### config.mk
export PLATFORM = sky130hd
export DESIGN_NAME = uram_row_arbiter
export DESIGN_NICKNAME = d
export VERILOG_FILES = /design/src/rtl/uram_row_arbiter.sv
export SDC_FILE = /design/constraint.sdc
export NUM_CORES = 1
export LEC_CHECK = 0
export ABC_AREA = 1
export CORE_AREA = 2 2 97 99
export DETAILED_ROUTE_END_ITERATION = 6
export DIE_AREA = 0 0 99 101
export PLACE_DENSITY_LB_ADDON = 0.1
export SLEW_MARGIN = 20
export SYNTH_ARGS = -nofsm -noshare
export SYNTH_HDL_FRONTEND = slang
export SYNTH_SLANG_ARGS = --single-unit
export TNS_END_PERCENT = 20
### constraint.sdc
create_clock -name clk -period 2.17 [get_ports clk]
set_input_delay 0.3255 -clock clk [delete_from_list [all_inputs] [get_ports clk]]
set_output_delay 0.3255 -clock clk [all_outputs]
set_load 0.02 [all_outputs]
### src/rtl/uram_row_arbiter.sv
// Round-robin arbiter that hands one shared URAM port to one core of a row at a time.
// Optional watchdog revocation is built when the URAM_ARB_TIMEOUT_EN macro is defined.
module uram_row_arbiter #(
  parameter int NUM_CORES      = 4,
  parameter int TIMEOUT_CYCLES = 1024
) (
  input  logic                          clk,
  input  logic                          reset,
  input  logic [NUM_CORES-1:0]          i_core_req,
  input  logic [NUM_CORES-1:0]          i_core_locked,
  output logic [NUM_CORES-1:0]          o_core_grant,
  input  logic [NUM_CORES-1:0]          i_core_uram_en,
  input  logic [NUM_CORES*12-1:0]       i_core_uram_addr,
  input  logic [NUM_CORES*32-1:0]       i_core_uram_wr_data,
  input  logic [NUM_CORES-1:0]          i_core_uram_wr_en,
  output logic                          o_uram_en,
  output logic [11:0]                   o_uram_addr,
  output logic [31:0]                   o_uram_wr_data,
  output logic                          o_uram_wr_en,
  output logic [$clog2(NUM_CORES)-1:0]  o_grant_id,
  output logic                          o_busy,
  output logic                          o_timeout
);
  localparam int IdW = $clog2(NUM_CORES);

  typedef enum logic [1:0] {IDLE = 2'd0, GRANT = 2'd1, RELEASE = 2'd2} state_e;

  state_e               state_q, state_d;
  logic [NUM_CORES-1:0] grant_q, grant_d;
  logic [IdW-1:0]       id_q, id_d;
  logic [IdW-1:0]       rr_q, rr_d;
  logic [IdW-1:0]       rr_next;
  logic [NUM_CORES-1:0] eligible;
  logic                 hold;
  logic                 timeout_hit;
  logic                 pick_found;
  logic [IdW-1:0]       pick_id;

  assign hold    = i_core_req[id_q] | i_core_locked[id_q];
  assign rr_next = (id_q == IdW'(NUM_CORES - 1)) ? '0 : id_q + IdW'(1);

  // First eligible requester at or after rr_q, wrapping; idx < 2*NUM_CORES so one subtract suffices.
  always_comb begin
    logic [IdW:0] idx;
    pick_found = 1'b0;
    pick_id    = '0;
    idx        = '0;
    for (int i = 0; i < NUM_CORES; i++) begin
      idx = {1'b0, rr_q} + (IdW+1)'(i);
      if (idx >= (IdW+1)'(NUM_CORES)) idx = idx - (IdW+1)'(NUM_CORES);
      if (!pick_found && eligible[idx[IdW-1:0]]) begin
        pick_found = 1'b1;
        pick_id    = idx[IdW-1:0];
      end
    end
  end

  always_ff @(posedge clk or posedge reset) begin
    if (reset) begin
      state_q <= IDLE;
      grant_q <= '0;
      id_q    <= '0;
      rr_q    <= '0;
    end else begin
      state_q <= state_d;
      grant_q <= grant_d;
      id_q    <= id_d;
      rr_q    <= rr_d;
    end
  end

  always_comb begin
    state_d = state_q;
    grant_d = grant_q;
    id_d    = id_q;
    rr_d    = rr_q;
    unique case (state_q)
      IDLE: begin
        if (pick_found) begin
          state_d = GRANT;
          grant_d = NUM_CORES'(1) << pick_id;
          id_d    = pick_id;
        end
      end
      GRANT: begin
        if (!hold || timeout_hit) begin
          state_d = RELEASE;
          grant_d = '0;
          rr_d    = rr_next;
        end
      end
      RELEASE: state_d = IDLE;
      default: begin
        state_d = IDLE;
        grant_d = '0;
      end
    endcase
  end

  // Each core's fields are gated by its own grant bit, so idle cores cannot disturb the port.
  logic [NUM_CORES-1:0]       m_en, m_wr;
  logic [NUM_CORES-1:0][11:0] m_addr;
  logic [NUM_CORES-1:0][31:0] m_data;

  for (genvar gi = 0; gi < NUM_CORES; gi++) begin : g_mask
    assign m_en[gi]   = i_core_uram_en[gi] & grant_q[gi];
    assign m_wr[gi]   = i_core_uram_wr_en[gi] & grant_q[gi];
    assign m_addr[gi] = i_core_uram_addr[12*gi +: 12] & {12{grant_q[gi]}};
    assign m_data[gi] = i_core_uram_wr_data[32*gi +: 32] & {32{grant_q[gi]}};
  end

  always_comb begin
    o_core_grant   = grant_q;
    o_grant_id     = id_q;
    o_busy         = (state_q == GRANT);
    o_uram_en      = |m_en;
    o_uram_wr_en   = |m_wr;
    o_uram_addr    = '0;
    o_uram_wr_data = '0;
    for (int k = 0; k < NUM_CORES; k++) begin
      o_uram_addr    = o_uram_addr | m_addr[k];
      o_uram_wr_data = o_uram_wr_data | m_data[k];
    end
  end

`ifdef URAM_ARB_TIMEOUT_EN
  localparam int CntW = $clog2(TIMEOUT_CYCLES + 1);

  logic [CntW-1:0]      wd_cnt_q, wd_cnt_d;
  logic [NUM_CORES-1:0] blocked_q, blocked_d;
  logic                 timeout_q, timeout_d;

  assign timeout_hit = (state_q == GRANT) && (wd_cnt_q == CntW'(TIMEOUT_CYCLES - 1));
  assign eligible    = i_core_req & ~blocked_q;
  assign o_timeout   = timeout_q;

  // A revoked core stays blocked until it drops both request and lock for a cycle.
  always_comb begin
    wd_cnt_d  = (state_q == GRANT) ? wd_cnt_q + CntW'(1) : '0;
    blocked_d = blocked_q & (i_core_req | i_core_locked);
    timeout_d = timeout_q;
    if (timeout_hit && hold) begin
      blocked_d[id_q] = 1'b1;
      timeout_d       = 1'b1;
    end
  end

  always_ff @(posedge clk or posedge reset) begin
    if (reset) begin
      wd_cnt_q  <= '0;
      blocked_q <= '0;
      timeout_q <= 1'b0;
    end else begin
      wd_cnt_q  <= wd_cnt_d;
      blocked_q <= blocked_d;
      timeout_q <= timeout_d;
    end
  end
`else
  assign timeout_hit = 1'b0;
  assign eligible    = i_core_req;
  assign o_timeout   = 1'b0;
`endif

endmodule

==> results of run 1 <==
synth_stat cells (2+ instances only):
library cell	instances
sky130_fd_sc_hd__inv_2	4
sky130_fd_sc_hd__o21ai_0	2
sky130_fd_sc_hd__a21oi_1	2
sky130_fd_sc_hd__nor2_2	2
sky130_fd_sc_hd__clkbuf_1	16
sky130_fd_sc_hd__nand2_2	11
sky130_fd_sc_hd__nor2_1	5
sky130_fd_sc_hd__buf_1	4
sky130_fd_sc_hd__dfrtp_1	10
sky130_fd_sc_hd__nand3_2	3
sky130_fd_sc_hd__o21ai_1	3
sky130_fd_sc_hd__nand3_1	13
sky130_fd_sc_hd__nand2_1	217
sky130_fd_sc_hd__inv_1	9
sky130_fd_sc_hd__nand4_1	48
sky130_fd_sc_hd__nand2_4	7
sky130_fd_sc_hd__buf_6	2
cells by family (layout without fill, tap and decap cells):
logic type / Yosys count / count (layout) / synth area share, %
other: 1 / 1 / 0.195
DFF: 10 / 10 / 13.0
adders and majority gates: 1 / 1 / 0.650
buffers and inverters: 36 / 270 / 8.00
AOI/OAI and AO/OA: 9 / 9 / 2.67
and+or+nand+nor: 311 / 311 / 75.5
through the flow:
| stage | instance area [um2] | hold slack, ns | utilization [%] | setup WS [ns] | cells |
|---|---|---|---|---|---|
| finish | 4570 | 0.365 | 50.9 | 0.0876 | 713 |
| global route | 4570 | 0.412 | 50.9 | 0.0288 | 713 |
| CTS | 4560 | 0.379 | 50.8 | 0.0743 | 713 |
| detailed placement | 4510 | 0.522 | 50.2 | 0.196 | 709 |
| global placement | 4510 | 0.511 | 50.2 | 0.189 | 709 |
| floorplan | 1920 | 0.166 | - | 0.541 | 368 |
state kept, by name, summed over array words and instances, names as in the netlist:
name	flops
state_q	2
rr_q	2
o_grant_id	2
o_core_grant	4
cell type report:
| class | instances | share of cell area (%) |
|---|---|---|
| clock buffer | 4 | 1.21 |
| inverter | 13 | 1.07 |
| multi-input combinational | 322 | 33.3 |
| sequential | 10 | 5.59 |
| tap | 111 | 3.04 |
| timing repair buffer | 253 | 55.8 |
where the power goes:
group	leakage [nW]	internal, mW	switching (mW)	total (mW)
Clock	0.0288	0.160	0.0735	0.233
Sequential	0.122	0.275	0.101	0.377
Combinational	1.74	1.69	2.20	3.89
Total	1.89	2.13	2.38	4.50
routing by layer:
metal,up-vias,GRT usage [%],part of all wire [%],routed length (um)
li1,1667,-,-,-
met5,-,0,0.10,12
met4,2,3.58,1.7,199
met1,1484,28.5,42,4970
met2,145,38.6,46,5540
met3,14,8.04,10,1220
worst max path at each step:
| stage | endpoint | slack (ns) | start |
|---|---|---|---|
| finish | o_uram_wr_data[12] | 0.09 | o_core_grant[0]$_DFFE_PP0P_ |
| global route | o_uram_wr_data[5] | 0.03 | o_core_grant[3]$_DFFE_PP0P_ |
| CTS | o_uram_wr_data[24] | 0.07 | o_core_grant[3]$_DFFE_PP0P_ |
| detailed placement | o_uram_wr_data[24] | 0.20 | i_core_uram_wr_data[120] |
| global placement | o_uram_wr_data[24] | 0.19 | i_core_uram_wr_data[120] |
| floorplan | o_uram_addr[0] | 0.54 | o_core_grant[3]$_DFFE_PP0P_ |
worst register-to-register path: cells and delay by family (launching register included):
family	cells	cell delay, ns
DFF	1	0.46
and+or+nand+nor	7	0.88
buffers and inverters	1	0.21
==> metrics.md, run 1 <==
| Metric | Value |
|---|---|
| Gate family responsible for the most delay along the worst path | `buffers and inverters` |
| Bufs and invs on worst path | `2` |
| Clock-pin slew on the worst setup and hold paths | `0.05 ns` |
| Later-pin clock latency in the skew report | `0.24 ns` |
| Tot Pwr | `4.50 mW` |
| Run status | `finished clean` |
| Skew final | `0.00126 ns` |
| Largest fanout on the critical path | `47` |
| Number of DRC markers after the initial detailed-route iteration | `109` |
| Total count of max-transition violations in the final report | `0` |
| Fill count | `899` |
| Terminus of the critical flop-to-flop path | `o_core_grant[0]$_DFFE_PP0P_` |
| R2R Setup Slk | `0.52 ns` |
| Post-layout min period | `2.08 ns` |
| Antenna violations before repair | `1` |
| Overall via count from detail_route | `3312` |
| Commonest non-fill, non-tap cell in the layout | `sky130_fd_sc_hd__clkdlybuf4s50_1` |
| Die ar. | `0.0100 mm2` |
| Number of storage elements in the synthesis netlist | `10` |
| Number of enable flip-flop cells after synthesis | `0` |
| Number of cells upsized or downsized after cts | `0` |
| Cell type with the highest aggregate area in the netlist | `sky130_fd_sc_hd__nand2_1` |
| DPL Wire Length | `9510 um` |
| HP Class | `primary input to async pin` |
| Setup repair after global routing missed its margin | `false` |
| Required time reported for the critical path endpoint | `1.84 ns` |
| Largest net degree at the start of global routing | `49` |
| Area growth syn-to-layout | `137%` |
| Hold buffer count at cts | `0` |
| Count of unresolved DRC violations after routing | `0` |
| Startpoint type of the worst setup path | `flop` |
| Maximum clock frequency | `0.480 GHz` |
| Path length in cells of the critical path | `4` |
| Worst Path Arrival | `1.76 ns` |
| Via count normalized by instance count | `4.65` |
| Number of warnings reported in the yosys synthesis log | `0` |
| Std cell rows | `35` |
| Area fraction of the dominant cell type after synthesis | `42.3%` |
| Kind of capture point of the worst setup path | `primary output` |
| Initial Util | `21.4%` |
| Final setup violation count | `0` |
| First-pass GRT wire length | `17900 um` |
| Start of the worst register-to-register path | `rr_q[0]$_DFFE_PP0P_` |
| Clock tree from TritonCTS | `yes` |
| Maximum VDD drop | `747 uV` |
| Ratio of cells with drive above 1 in the final layout | `8.97%` |
| Die Height | `101 um` |
| Top area cells in the synthesized netlist | `sky130_fd_sc_hd__nand2_1 (42%), sky130_fd_sc_hd__nand4_1 (16%), sky130_fd_sc_hd__dfrtp_1 (13%)` |
| Via count of the first global-routing pass | `3219` |
| Final TNS setup | `0 ns` |
| Num Clock Sinks | `10` |
| Logic depth of the worst register-to-register path | `8` |
| Count of input and output buffers | `246` |
| CP cell instances | `buf_12 > nand2_1 > nand4_1 > clkdlybuf4s50_1` |
| Proportion of register bits with asynchronous set or reset after synthesis | `100%` |
| Synth cell types | `27` |
| Post-layout nets | `798` |
| CP peak stage delay | `0.64 ns` |
| Number of buffers added by the clock tree synthesis step | `3` |
| GR Util All Layers | `22.8%` |
| Area taken by flip-flops and latches | `255 um2` |
| Dominant synthesized flop cell | `sky130_fd_sc_hd__dfrtp_1` |
| Root cell of the clock tree | `sky130_fd_sc_hd__clkbuf_8` |
| Lkg Pwr | `1.89 nW` |
| Core area | `0.00898 mm2` |
| Cells after synthesis | `368` |
| Max_cap viols | `0` |
| Mean area per synthesized cell | `5.23 um2` |
| Die width | `99 um` |
| WL/cell | `16.8 um` |
| Final antenna-violating net count | `0` |
| Final GP Congestion | `0.909` |
| Residual overflow from global routing | `0` |
| Count of final hold-check violations | `0` |
| Part of the Yosys area used for sequential elements | `13.0%` |
| Crit share post-route | `96.0%` |
| Total Routed Length | `11900 um` |
| Postcts setup bufs | `0` |
| Kind of critical path | `flop to primary output` |
| Slowest-stage cell, CP | `sky130_fd_sc_hd__clkdlybuf4s50_1` |
| I/O pin count | `248` |
| Total nets after synthesis | `563` |
| Leading cell types in the layout, fill and taps excluded | `sky130_fd_sc_hd__clkdlybuf4s50_1 (237), sky130_fd_sc_hd__nand2_1 (217), sky130_fd_sc_hd__nand4_1 (48)` |
| Multi-input logic area | `0.00152 mm2` |
| Number of antenna cells inserted | `0` |
| 1st-pass router iterations | `4` |
| Area of the mapped netlist | `0.00192 mm2` |
| Max H-tree Level | `1` |
| Pwr dens | `986 mW/mm2` |
| Maximum root-to-sink buffer count | `2` |
(Power assumes the default switching activity.)
==> run 2, diff against run 1 <==
--- a/config.mk
+++ b/config.mk
@@ -10,6 +10,7 @@
 export DETAILED_ROUTE_END_ITERATION = 6
 export DIE_AREA = 0 0 99 101
 export PLACE_DENSITY_LB_ADDON = 0.1
+export SETUP_SLACK_MARGIN = 0.05
 export SLEW_MARGIN = 20
 export SYNTH_ARGS = -nofsm -noshare
 export SYNTH_HDL_FRONTEND = slang
==> results of run 2 <==
Same layout as run 1 (identical final DEF). Status: finished clean.
==> RTL change 1 (config.mk and constraints of run 1) <==
The parameter `NUM_CORES` goes from 4 to 2.
--- a/src/rtl/uram_row_arbiter.sv
+++ b/src/rtl/uram_row_arbiter.sv
@@ -1,7 +1,7 @@
 // Round-robin arbiter that hands one shared URAM port to one core of a row at a time.
 // Optional watchdog revocation is built when the URAM_ARB_TIMEOUT_EN macro is defined.
 module uram_row_arbiter #(
-  parameter int NUM_CORES      = 4,
+  parameter int NUM_CORES      = 2,
   parameter int TIMEOUT_CYCLES = 1024
 ) (
   input  logic                          clk,
Interface: changed (8 resized); port bits go from 248 to 149. The function was not compared with the original's and may differ.
==> RTL change 1 against run 1 <==
  * Synthesized area fell by 60%
  * Sequential share of layout area rose by 0.68 points
  * Power shrank 40%
  * Final area decreased by 48%
  * Worst setup slack improved by 66 ps
  * Wire length down 59%
  * Sequential cell count shrank 4
  * Non-clock buffer count fell by 102
  * Clock power decreased by 29%
  * Utilization shrank 24 points
  * Sequential power down 47%
  * Critical endpoint is now o_uram_wr_data[25]
  * Largest cell class unchanged
==> RTL change 1: results <==
export IMPL_finClkSkew_ps=0.297
export IMPL_grt_max_degree=31
export IMPL_status="completed"
export IMPL_clk_latency_ps=220
export IMPL_wire_per_inst_um=13.9
export IMPL_synthAdderAreaFrac_pct=0
export IMPL_yosys_top_cells_count="46 x a22o_1, 12 x nand2_1, 8 x inv_1, 6 x buf_2, 6 x dfrtp_1"
export IMPL_finalWeightedCongestion=0.671
export IMPL_irDropWorstVdd_v=0.000330
export IMPL_dr_total_vias=1322
export IMPL_track_usage_pct=8.76
export IMPL_p_leak_nw=0.949
export IMPL_timing_reg2reg_setup_slack_ps=1180
export IMPL_dr_pass1_iters=3
export IMPL_drt_iter0_markers=21
export IMPL_syn_inst=95
export IMPL_cp_arrival_ps=1690
export IMPL_holdWs_ps=313
export IMPL_yosysUniqueCellTypes=15
export IMPL_rr_worst_depth=6
export IMPL_clk_pin_slew_worst_paths_ps=30
export IMPL_grt_pass1_wl_um=6950
export IMPL_synth_nets=193
export IMPL_r2r_start="state_q[0]"
export IMPL_path_max_fanout=23
export IMPL_antenna_found_initial=0
export IMPL_io_buffer_count=147
export IMPL_p_switching_w=0.00124
export IMPL_synth_compound_area_share_pct=55.1
export IMPL_drive_gt1_share_pct=3.36
export IMPL_yosysSeqAreaShare_pct=19.6
export IMPL_dp_hpwl_um=4150
export IMPL_layout_nets=338
export IMPL_synth_top_cells_by_area="a22o_1 53%, dfrtp_1 20%, nand2_1 5.9%, buf_6 4.4%, buf_2 3.9%"
export IMPL_n_fill_cell=941
RTL change 1: changes by cell type in the layout (fill, tap and decap cells not counted), moves of 3 or more:
cell	before	now
inv_2	4	0
nand4_1	48	0
clkdlybuf4s50_1	237	147
nand2_4	7	0
buf_4	11	2
nand3_2	3	0
o21ai_1	3	0
nand3_1	13	1
nand2_1	217	12
a22o_1	0	46
nand2_2	11	0
dfrtp_2	4	0
RTL change 1: stage by stage:
step	power, W	area [sq um]
floorplan	0.00146	767
global placement	0.00264	2350
detailed placement	0.00259	2350
CTS	0.00277	2390
global route	0.00290	2390
finish	0.00272	2390
RTL change 1: layout make-up:
cell class	instances	area share (%)
Multi-Input combinational cell	70	21.2
Tap cell	111	5.80
Clock buffer	3	1.72
Sequential cell	6	6.27
Inverter	8	1.25
Timing Repair Buffer	151	63.7
RTL change 1: critical path: stages (launching register included):
cell and delay (ps):
dfrtp_1 380, buf_4 290, a22o_1 170, clkdlybuf4s50_1 620
RTL change 1: worst max-delay path by stage:
stage	start	end	slack, ps	cells past startpoint
6_report	o_core_grant[1]	o_uram_wr_data[25]	150	3
3_3_place_gp	i_core_uram_addr[7]	o_uram_addr[7]	290	3
5_1_grt	o_core_grant[1]	o_uram_addr[0]	70	3
3_5_place_dp	i_core_uram_wr_data[19]	o_uram_wr_data[19]	290	3
2_1_floorplan	o_core_grant[0]	o_uram_addr[10]	780	3
4_1_cts	o_core_grant[1]	o_uram_wr_data[25]	120	3
RTL change 1: routing by layer:
metal / vias up / wire (um) / GRT usage (%) / share of wire (%)
met5: - / 0 / 0 / 0
met4: 0 / 72 / 1.79 / 1.5
met3: 7 / 409 / 2.22 / 8.4
met2: 66 / 2630 / 17.4 / 54
met1: 598 / 1750 / 9.23 / 36
li1: 651 / - / - / -
RTL change 1: power by group through the flow:
stage	logic [W]	clock network [W]	registers, W
after floorplan	0.00124	0	0.000219
after global placement	0.00243	0	0.000203
after detailed placement	0.00239	0	0.000203
after CTS	0.00240	0.000170	0.000203
after global routing	0.00251	0.000182	0.000209
final	0.00236	0.000166	0.000201
RTL change 1: kinds of logic (layout without fill, tap and decap cells):
kind of cell | after synthesis | in the layout
compound gates | 50 | 50
flops | 6 | 6
simple gates | 19 | 19
buf+inv | 19 | 162
other cells | 1 | 1
==> RTL change 2 (config.mk and constraints of run 1) <==
Made on the original files. Re-encode `state_e` (3 states) as one-hot, 3 bits wide.
--- a/src/rtl/uram_row_arbiter.sv
+++ b/src/rtl/uram_row_arbiter.sv
@@ -23,7 +23,7 @@
 );
   localparam int IdW = $clog2(NUM_CORES);
 
-  typedef enum logic [1:0] {IDLE = 2'd0, GRANT = 2'd1, RELEASE = 2'd2} state_e;
+  typedef enum logic [2:0] {IDLE = 3'b001, GRANT = 3'b010, RELEASE = 3'b100} state_e;
 
   state_e               state_q, state_d;
   logic [NUM_CORES-1:0] grant_q, grant_d;
Check against the original RTL: same outputs for any inputs over 10 cycles, from zero or initial values and one cycle with reset high; not proved beyond that.
==> RTL change 2 against run 1 <==
  * Die area unchanged
  * Worst setup slack worse by 10 ps
  * Sequential cell count up 1
  * Clock skew up 4.9 ps
  * Synthesized area down 1.3%
  * Fmax down 0.48%
  * Power down 5.3%
  * Global-route usage down 0.29 points
  * Register-to-register slack better by 100 ps
  * Final cell count up 2.1%
  * Final area about the same
  * Worst hold slack better by 11 ps
  * Critical path depth unchanged
  * Wire length up 2.4%
==> RTL change 2: results <==
export IMPL_yosys_top_cells_count="236 x nand2_1, 48 x nand4_1, 18 x clkbuf_1, 12 x inv_1, 11 x nand3_1"
export IMPL_drt_iter0_markers=100
export IMPL_finalWeightedCongestion=0.844
export IMPL_synth_top_cells_by_area="nand2_1 47%, nand4_1 16%, dfrtp_1 13%, clkbuf_1 3.6%, nand2_2 3.3%"
export IMPL_grt_max_degree=43
export IMPL_yosysSeqAreaShare_pct=14.6
export IMPL_place_area_sq_um=4510
export IMPL_grt_pass1_vias=3196
export IMPL_grt_pass1_wl_um=17700
export IMPL_use_met3_pct=10.7
export IMPL_track_usage_pct=22.5
export IMPL_grt_use_met2_pct=37.9
export IMPL_dp_hpwl_um=10100
export IMPL_grtUsageMet1_pct=26.1
export IMPL_drive_gt1_share_pct=7.29
export IMPL_status="completed"
export IMPL_path_max_fanout=16
export IMPL_routed_wl_um=12200
export IMPL_dr_pass1_iters=5
export IMPL_synth_nets=573
export IMPL_finClkSkew_ps=6.17
export IMPL_avgViaCountPerCell=4.62
export IMPL_p_leak_nw=1.93
export IMPL_irDropWorstVdd_v=0.000547
export IMPL_yosysUniqueCellTypes=26
export IMPL_layout_nets=813
export IMPL_antenna_found_initial=0
export IMPL_synthAdderAreaFrac_pct=0.659
## RTL change 2: metrics by stage
stage,total power [W],cells,setup slack (ps)
after floorplan,0.00231,378,541
after global placement,0.00406,724,198
after detailed placement,0.00407,724,210
after CTS,0.00430,728,70.7
after global routing,0.00463,728,2.39
final,0.00427,728,77.5
## RTL change 2: worst paths after layout
kind	startpoint	endpoint	slack, ps	depth (start not counted)
setup / recovery	o_core_grant[3]	o_uram_en	80	4
hold / removal	reset	o_core_grant[0]	380	2
setup reg to reg	rr_q[0]	o_core_grant[2]	620	10
hold reg to reg	o_grant_id[0]	rr_q[0]	590	1
max in group asynchronous	reset	state_q[0]	1460	2
min in group clk	o_grant_id[0]	rr_q[0]	590	1
## RTL change 2: power breakdown
part           switching [W]  internal, W
Combinational        0.00206      0.00161
Clock              0.0000749     0.000129
Sequential         0.0000932     0.000297
## RTL change 2: final cells by class
| type | count | area (sq um) | area share, % |
|---|---|---|---|
| Sequential cell | 11 | 277 | 6.06 |
| Timing Repair Buffer | 257 | 2570 | 56.3 |
| Tap cell | 111 | 139 | 3.04 |
| Inverter | 15 | 56.3 | 1.23 |
| Clock buffer | 4 | 45.0 | 0.987 |
| Multi-Input combinational cell | 330 | 1480 | 32.4 |
## RTL change 2: routing by layer
layer  vias to the layer above  wire length, um
li1                       1699                -
met1                      1482             4580
met2                       171             5830
met3                        12             1650
met4                         0              176
met5                         -                0
## RTL change 2: cells by family after synthesis
family,after synthesis
simple gates,319
compound gates,9
fa+ha+maj,1
other cells,1
buf+inv,37
flops,11
## RTL change 2: worst max-delay path, delay by kind of cell, from the launching register on
family	cells	cell delay, ps
buf+inv	2	880
simple gates	2	260
flops	1	380
